--- src/rtl/puzzle_pkg.sv ---
// puzzle_pkg: shared constants, board layout and FSM states for the puzzle sequencer
package puzzle_pkg;
    localparam logic [1:0] DIR_UP = 2'b00, DIR_DOWN = 2'b01, DIR_LEFT = 2'b10, DIR_RIGHT = 2'b11;
    localparam int BOARD_W = 40, BLANK_LSB = 36, TILE_W = 4, N_TILES = 9;
    localparam int DEPTH_LSB = 30, MOVES_W = 30;
    localparam logic [4:0] REG_INIT = 5'd0, REG_IDEAL = 5'd1, REG_WORK = 5'd2, REG_DIR = 5'd3;
    typedef enum logic [2:0] {IDLE, LOAD, FETCH, STEP, CHECK, DONE} state_t;
endpackage

--- src/rtl/puzzle_slide.sv ---
// puzzle_slide: combinational single slide of the blank with legality check
module puzzle_slide
    import puzzle_pkg::*;
(
    input  logic [BOARD_W-1:0] board,
    input  logic [1:0]         dir,
    output logic [BOARD_W-1:0] next_board,
    output logic               legal
);
    logic [3:0] p, q, tq;
    always_comb begin
        p = board[BOARD_W-1:BLANK_LSB];
        q = dir == DIR_UP ? p - 4'd3 : dir == DIR_DOWN ? p + 4'd3 : dir == DIR_LEFT ? p - 4'd1 : p + 4'd1;
        legal = p > 4'd8 ? 1'b0 :
                dir == DIR_UP   ? p >= 4'd3 :
                dir == DIR_DOWN ? p <= 4'd5 :
                dir == DIR_LEFT ? p % 4'd3 != 4'd0 :
                dir == DIR_RIGHT && p % 4'd3 != 4'd2;
        tq = '0;
        for (int i = 0; i < N_TILES; i++)
            if (q == 4'(i)) tq = board[BLANK_LSB-TILE_W*i-1 -: TILE_W];
        next_board = board;
        if (legal) begin
            next_board[BOARD_W-1:BLANK_LSB] = q;
            for (int i = 0; i < N_TILES; i++) begin
                if (p == 4'(i)) next_board[BLANK_LSB-TILE_W*i-1 -: TILE_W] = tq;
                if (q == 4'(i)) next_board[BLANK_LSB-TILE_W*i-1 -: TILE_W] = '0;
            end
        end
    end
endmodule

--- src/rtl/puzzle_sequencer.sv ---
// puzzle_sequencer: drives the register file to replay slide moves and judge the result
module puzzle_sequencer
    import puzzle_pkg::*;
(
    input  logic               clk,
    input  logic               rst_n,
    input  logic               start,
    output logic               busy,
    output logic               done,
    output logic               solved,
    output logic               illegal,
    output logic [3:0]         fail_step,
    output logic [3:0]         moves_applied,
    output logic [4:0]         rf_src0,
    output logic [4:0]         rf_src1,
    output logic [4:0]         rf_dst,
    output logic               rf_we,
    output logic [BOARD_W-1:0] rf_wdata,
    input  logic [BOARD_W-1:0] rf_rdata0,
    input  logic [BOARD_W-1:0] rf_rdata1
);
    state_t state, nxt;
    logic [MOVES_W-1:0] moves;
    logic [3:0] depth, step;
    logic [BOARD_W-1:0] slid;
    logic legal;

    // moves is shifted left per applied step so the current move is always the top pair
    puzzle_slide u_slide (
        .board      (rf_rdata0),
        .dir        (moves[MOVES_W-1 -: 2]),
        .next_board (slid),
        .legal      (legal)
    );

    assign busy = state != IDLE;
    assign done = state == DONE;

    always_comb begin
        nxt = state;
        rf_src0 = REG_WORK;
        rf_src1 = REG_WORK;
        rf_dst = REG_WORK;
        rf_we = 1'b0;
        rf_wdata = '0;
        case (state)
            IDLE:  nxt = start ? LOAD : IDLE;
            LOAD: begin
                rf_src0 = REG_INIT;
                rf_we = 1'b1;
                rf_wdata = rf_rdata0;
                nxt = FETCH;
            end
            FETCH: begin
                rf_src0 = REG_DIR;
                nxt = rf_rdata0[DEPTH_LSB +: 4] == 4'd0 ? CHECK : STEP;
            end
            STEP: begin
                rf_we = legal;
                rf_wdata = legal ? slid : '0;
                nxt = !legal ? DONE : step + 4'd1 == depth ? CHECK : STEP;
            end
            CHECK: begin
                rf_src1 = REG_IDEAL;
                nxt = DONE;
            end
            default: nxt = IDLE;
        endcase
    end

    always_ff @(posedge clk) begin
        if (!rst_n) begin
            state <= IDLE;
            moves <= '0;
            depth <= '0;
            step <= '0;
            solved <= 1'b0;
            illegal <= 1'b0;
            fail_step <= '0;
            moves_applied <= '0;
        end else begin
            state <= nxt;
            if (state == IDLE && start) begin
                solved <= 1'b0;
                illegal <= 1'b0;
                fail_step <= '0;
                moves_applied <= '0;
            end
            if (state == FETCH) begin
                moves <= rf_rdata0[MOVES_W-1:0];
                depth <= rf_rdata0[DEPTH_LSB +: 4];
                step <= '0;
            end
            if (state == STEP && legal) begin
                moves <= moves << 2;
                step <= step + 4'd1;
                moves_applied <= moves_applied + 4'd1;
            end
            if (state == STEP && !legal) begin
                illegal <= 1'b1;
                fail_step <= step;
            end
            if (state == CHECK) solved <= rf_rdata0 == rf_rdata1;
        end
    end
endmodule

--- config.mk ---
export PLATFORM = sky130hd
export DESIGN_NAME = puzzle_sequencer
export DESIGN_NICKNAME = d
export VERILOG_FILES = /design/src/rtl/puzzle_pkg.sv /design/src/rtl/puzzle_slide.sv /design/src/rtl/puzzle_sequencer.sv
export SDC_FILE = /design/constraint.sdc
export NUM_CORES = 1
export LEC_CHECK = 0
export ABC_AREA = 1
export CAP_MARGIN = 20
export CORE_MARGIN = 4
export CORE_UTILIZATION = 45
export DETAILED_ROUTE_END_ITERATION = 7
export PLACE_DENSITY = 0.78
export SLEW_MARGIN = 20
export SYNTH_ARGS = -nofsm -noshare
export SYNTH_HDL_FRONTEND = slang
export SYNTH_SLANG_ARGS = --single-unit
--- constraint.sdc ---
create_clock -name clk -period 5.1 [get_ports clk]
set_clock_uncertainty 0.2 [all_clocks]
set_input_delay 1.02 -clock clk [delete_from_list [all_inputs] [get_ports clk]]
set_output_delay 1.02 -clock clk [all_outputs]
set_load 0.05 [all_outputs]
== Word-level counts from Yosys, hierarchy flattened ==
Cells that the tools add are included.

* Bits in registers: 51
* Output and inout bits: 68
* Word-level logic and storage cells: 118

* Add/subtract/negate cells: 6
* Divide/modulo/power cells: 1
* Order comparisons: 3
* Equality and inequality tests: 27
* Multiplexer cells: 54
* Bitwise gates (word level): 1
* Reduce and logical (&&, ||, !) cells: 17

{| class="wikitable"
|+ Operator list
! operator !! count
|-
| $mux 4 || 35
|-
| $pmux 40 s2 || 1
|-
| $mux 30 || 2
|-
| $eq 40x40->1 || 1
|-
| $mux 40 || 1
|-
| $eq 4x3->1 const B || 8
|-
| $eq 4x2->1 const B || 4
|-
| $pmux 3 s5 || 1
|-
| $add 4x1->4 const B || 3
|-
| $logic_not 4->1 || 3
|-
| $mux 3 || 3
|-
| $eq 4x1->1 const B || 2
|-
| $eq 4x4->1 const B || 2
|-
| $mux 1 || 8
|-
| $reduce_bool 2->1 || 4
|-
| $eq 3x2->1 const B || 2
|-
| $eq 3x3->1 const B || 2
|-
| $add 4x2->4 const B || 1
|-
| $eq 2x2->1 const B || 2
|-
| $eq 4x4->1 || 1
|-
| $ge 4x2->1 const B || 1
|-
| $gt 4x4->1 const B || 1
|-
| $le 4x3->1 const B || 1
|-
| $logic_and 1x1->1 || 4
|-
| 16 further kinds || 16
|}

== Logic depth before layout (Yosys ltp) ==
* Depth after elaboration: 18
* Gate-level depth with buffers: 21
* Mapped depth without buffers: 20

== By module ==
From an unflattened synthesis, not the netlist that was laid out.

* Cells, all modules: 898
* Area, all modules: 5217.5 sq um

{| class="wikitable"
|+ Modules (own cells, without submodules)
! module !! instances !! cells each !! area an instance (sq um) !! seq. area each (sq um)
|-
| puzzle_sequencer || 1 || 482 || 3265.6 || 1021.0
|-
| puzzle_slide || 1 || 416 || 1951.9 || 0.0
|}

== Worst setup path after synthesis ==
Ideal clock, no wire load.

* Path type: input port to output port
* Start: input port rf_rdata0[38]
* End: output port rf_wdata[12]
* Arrival time: 3.995 ns
* Data required time: 3.880 ns
* Path slack: -0.115 ns
* Cell stages on the path: 20
* Buffers on the path: 2
* Path through: buf_6 -> inv_6 -> nor2_8 -> ha_1 -> inv_1 -> ha_1 -> nand2_4 -> xor2_2 -> ha_1 -> o21ai_0 -> a21oi_1 -> o211a_1 -> nand4_1 -> nand2_2 -> nor2_4 -> inv_4 -> buf_6 -> nor2_4 -> nand2_1 -> a21oi_1

* Word-level cells in the longest chain between the ends: 18
* Elaborated cells on any way between the ends: 41
* Classes of those cells: 4 x add/sub; 1 x div; 3 x order compare; 10 x eq/ne; 20 x mux; 3 x reduce/logical

{| class="wikitable"
|+ Ends and longest elaborated chain
! item !! RTL line !! RTL
|-
| start: declaration || puzzle_sequencer.sv:19 || <nowiki>input logic [BOARD_W-1:0] rf_rdata0,</nowiki>
|-
| branches (longest 16 deep; another with $mod 4x2->4) || n/a ||
|-
| $mux 40 * || puzzle_sequencer.sv:60 || <nowiki>rf_wdata = legal ? slid : '0;</nowiki>
|-
| $pmux 40 s2 * || puzzle_sequencer.sv:46 || <nowiki>case (state)</nowiki>
|-
| end: declaration || puzzle_sequencer.sv:18 || <nowiki>output logic [BOARD_W-1:0] rf_wdata,</nowiki>
|}

Every way passes the cells marked *.

== Worst setup path after layout ==
* Start: input port rf_rdata0[38]
* End: output port rf_wdata[35]

* Word-level cells in the longest chain between the ends: 18
* Elaborated cells on any way between the ends: 41
* Classes of those cells: 4 x add/sub; 1 x div; 3 x order compare; 9 x eq/ne; 20 x mux; 4 x reduce/logical

{| class="wikitable"
|+ Ends and longest elaborated chain
! item !! RTL line
|-
| branches (longest 16 deep; another with $mod 4x2->4) || n/a
|-
| $mux 40 * || puzzle_sequencer.sv:60
|-
| $pmux 40 s2 * || puzzle_sequencer.sv:46
|}

Marks and branches as above.

==> reports/qor.csv <==
metric,value,unit
fp.dieH,111,um
period_needed,5000,ps
power_frac_comb,58.3,%
avgSynthCellArea,6.15,um2
worst-path-max-fanout,5,
cap_violations,0,
rsz0062_at_grt,yes,
yosys-top-cells-count,"nand2_1, a21oi_1, nor2_1",
ios,151,
yosysSeqAreaShare,21.6,%
via_per_inst,5.42,
hold_ws,266,ps
fin_crit_sh,98.0,%
synth_top_area_share,21.6,%
vdd_drop_max,0.132,mV
critPathLaunchType,input pin,
wl,17.6,mm
clock_path_buffers,2,
synth-edff-count,0,
overflow,0,
status,"complete, no violations",
antenna_left,0,
fmax,0.200,GHz
synthFlopType,dfxtp_1,
drv_slew,0,
grt_pass1_wl,26.8,mm
yosysTopAreaCell,dfxtp_1,
fp.dieW,111,um
wl_per_cell,16.2,um
die_area,12200,um2
synth-seq-cells,51,
endpoint_kind,primary output,
initial_core_util,46.0,%
n_fill_cell,909,
intPower,0.000888,W
swShare,46.5,%
tightestPinTransition,727,ps
cts.htree.levels,2,
fin_nets,1041,
drt-initial-drc-count,469,
numCtsBuffers,5,
first_pass_iters,5,
grt.total_usage,26.6,%
clock_latency,310,ps
power-per-cell-area,232,nW/um2
p_seq_share,27.4,%
final.setup.worst_slack,103,ps
power.leakage,2.85,nW
cts_tree,yes,
cts_hold_buf,0,
yosysUniqueCellTypes,47,
syn_to_final_growth,51.6,%
synth_async_sr_flop_share,0,%
cts_num_sinks,51,
via_count,5886,
io_buffer_count,139,
core-area,10300,um2
synth_area,4730,um2
syn_inst,769,
grt_max_degree,43,
setup-violations-final,0,
hold_path.class,register to register,
maxSlewHeadroom,51.4,%
antenna_found_initial,0,
gp_congestion,0.974,
post-dp-hpwl,13.4,mm
crit_type,input pin to primary output,
p_clk_share,14.3,%
grt_pass1_vias,5378,
dp_slack,-316,ps
cts_root_buf,clkbuf_8,
synth.most_common_cell,nand2_1,
ys_warn_count,0,
remaining_drc_errors,0,
p_sw,0.000772,W
insertedDiodeCount,0,
hold_viol,0,
synth.area.top_cells,"dfxtp_1, nand2_1, a21oi_1, nor2_1, xnor2_1",
fp-row-count,37,
crit_required,3880,ps
drive_above_1_share,22.4,%
cp.arrival,3780,ps
clk_pin_slew,100,ps
[logic make-up (layout without fill, tap and decap cells)]
family / after synthesis / in the layout / synth area share, %
compound gates: 165 / 165 / 18.6
simple gates: 395 / 397 / 38.5
other cells: 2 / 11 / 0.159
fa+ha+maj: 9 / 9 / 2.38
flops: 51 / 51 / 21.6
xor+xnor: 38 / 38 / 7.20
mux: 1 / 1 / 0.212
buf+inv: 108 / 278 / 11.4
[per-layer routing]
layer	wire length (um)	GRT usage, %	part of all wire (%)	vias up
met5	0	0	0	-
met4	491	8.78	2.8	0
met3	1860	5.32	11	42
met2	8080	43.7	46	340
met1	7160	34.8	41	2656
li1	-	-	-	2848
[state kept, by name, summed over array words and instances, names as in the netlist]
register       flops
state              3
illegal            1
fail_step          4
depth              4
moves_applied      4
moves             30
solved             1
step               4
[worst paths after layout]
check	to	cells after the start	slack [ps]	from
hold reg to reg	depth[2]	2	270	depth[2]
setup / recovery	rf_wdata[35]	21	100	rf_rdata0[38]
setup reg to reg	moves[23]	17	2170	moves[28]
hold / removal	depth[2]	2	270	depth[2]
[per-stage QoR]
stage / area, um2 / TNS, ps / total power (W) / cells / util, %
2_1_floorplan: 4840 / 0 / 0.00101 / 778 / -
3_3_place_gp: 6930 / -5670 / 0.00137 / 1066 / 67.4
3_5_place_dp: 6930 / -7610 / 0.00138 / 1066 / 67.4
4_1_cts: 7080 / 0 / 0.00162 / 1078 / 68.8
5_1_grt: 7170 / -231 / 0.00174 / 1086 / 69.7
6_report: 7170 / 0 / 0.00166 / 1086 / 69.7
[cells in the final DEF (no fill, tap or decap), types with 11 or more instances in the layout]
| cell type | n |
|---|---|
| nor2_4 | 11 |
| conb_1 | 11 |
| clkdlybuf4s50_1 | 94 |
| nor2_1 | 59 |
| buf_12 | 42 |
| buf_4 | 55 |
| a21oi_1 | 51 |
| o21ai_0 | 43 |
| a21oi_2 | 21 |
| dfxtp_1 | 51 |
| o21ai_1 | 29 |
| nand3_1 | 36 |
| nand2_2 | 15 |
| xnor2_1 | 27 |
| inv_1 | 57 |
| nand2_1 | 224 |
[worst max-delay path: stages]
cell,delay (ps)
clkbuf_2,120
inv_6,80
nor2_8,30
ha_1,170
inv_1,50
ha_2,180
nand2_4,60
xor2_2,150
ha_1,300
o21ai_1,140
a21oi_1,50
o211a_1,210
nand4_1,80
nand2_2,80
nor2_4,200
clkinv_4,130
buf_4,160
nor2_4,140
nand2_1,80
a21oi_2,170
buf_12,160
[power by group through the flow]
stage	Clock, W	Sequential [W]	Combinational [W]
2_1_floorplan	0	0.000460	0.000554
3_3_place_gp	0	0.000462	0.000909
3_5_place_dp	0	0.000463	0.000917
4_1_cts	0.000239	0.000454	0.000924
5_1_grt	0.000252	0.000458	0.00103
6_report	0.000238	0.000455	0.000968
[layout make-up]
cell class | count | area, um2 | area share, %
multi-input cells | 621 | 3370 | 47.0
repair buffers | 196 | 2230 | 31.1
flip-flops and latches | 51 | 1020 | 14.2
inverters | 73 | 287 | 4.00
well taps | 136 | 170 | 2.37
clock buffers | 5 | 68.8 | 0.960
clock inverters | 3 | 18.8 | 0.262
repair inverters | 1 | 5.00 | 0.0698
[timing repair]
action,4_1_cts,5_1_grt
buffers inserted,4,5
pin swaps,2,8
gates resized for setup,12,19
endpoints found under the setup margin,38,40
endpoints found under the hold margin,0,0
cloned,0,3
No activity file was read; power rests on OpenSTA's default activity.
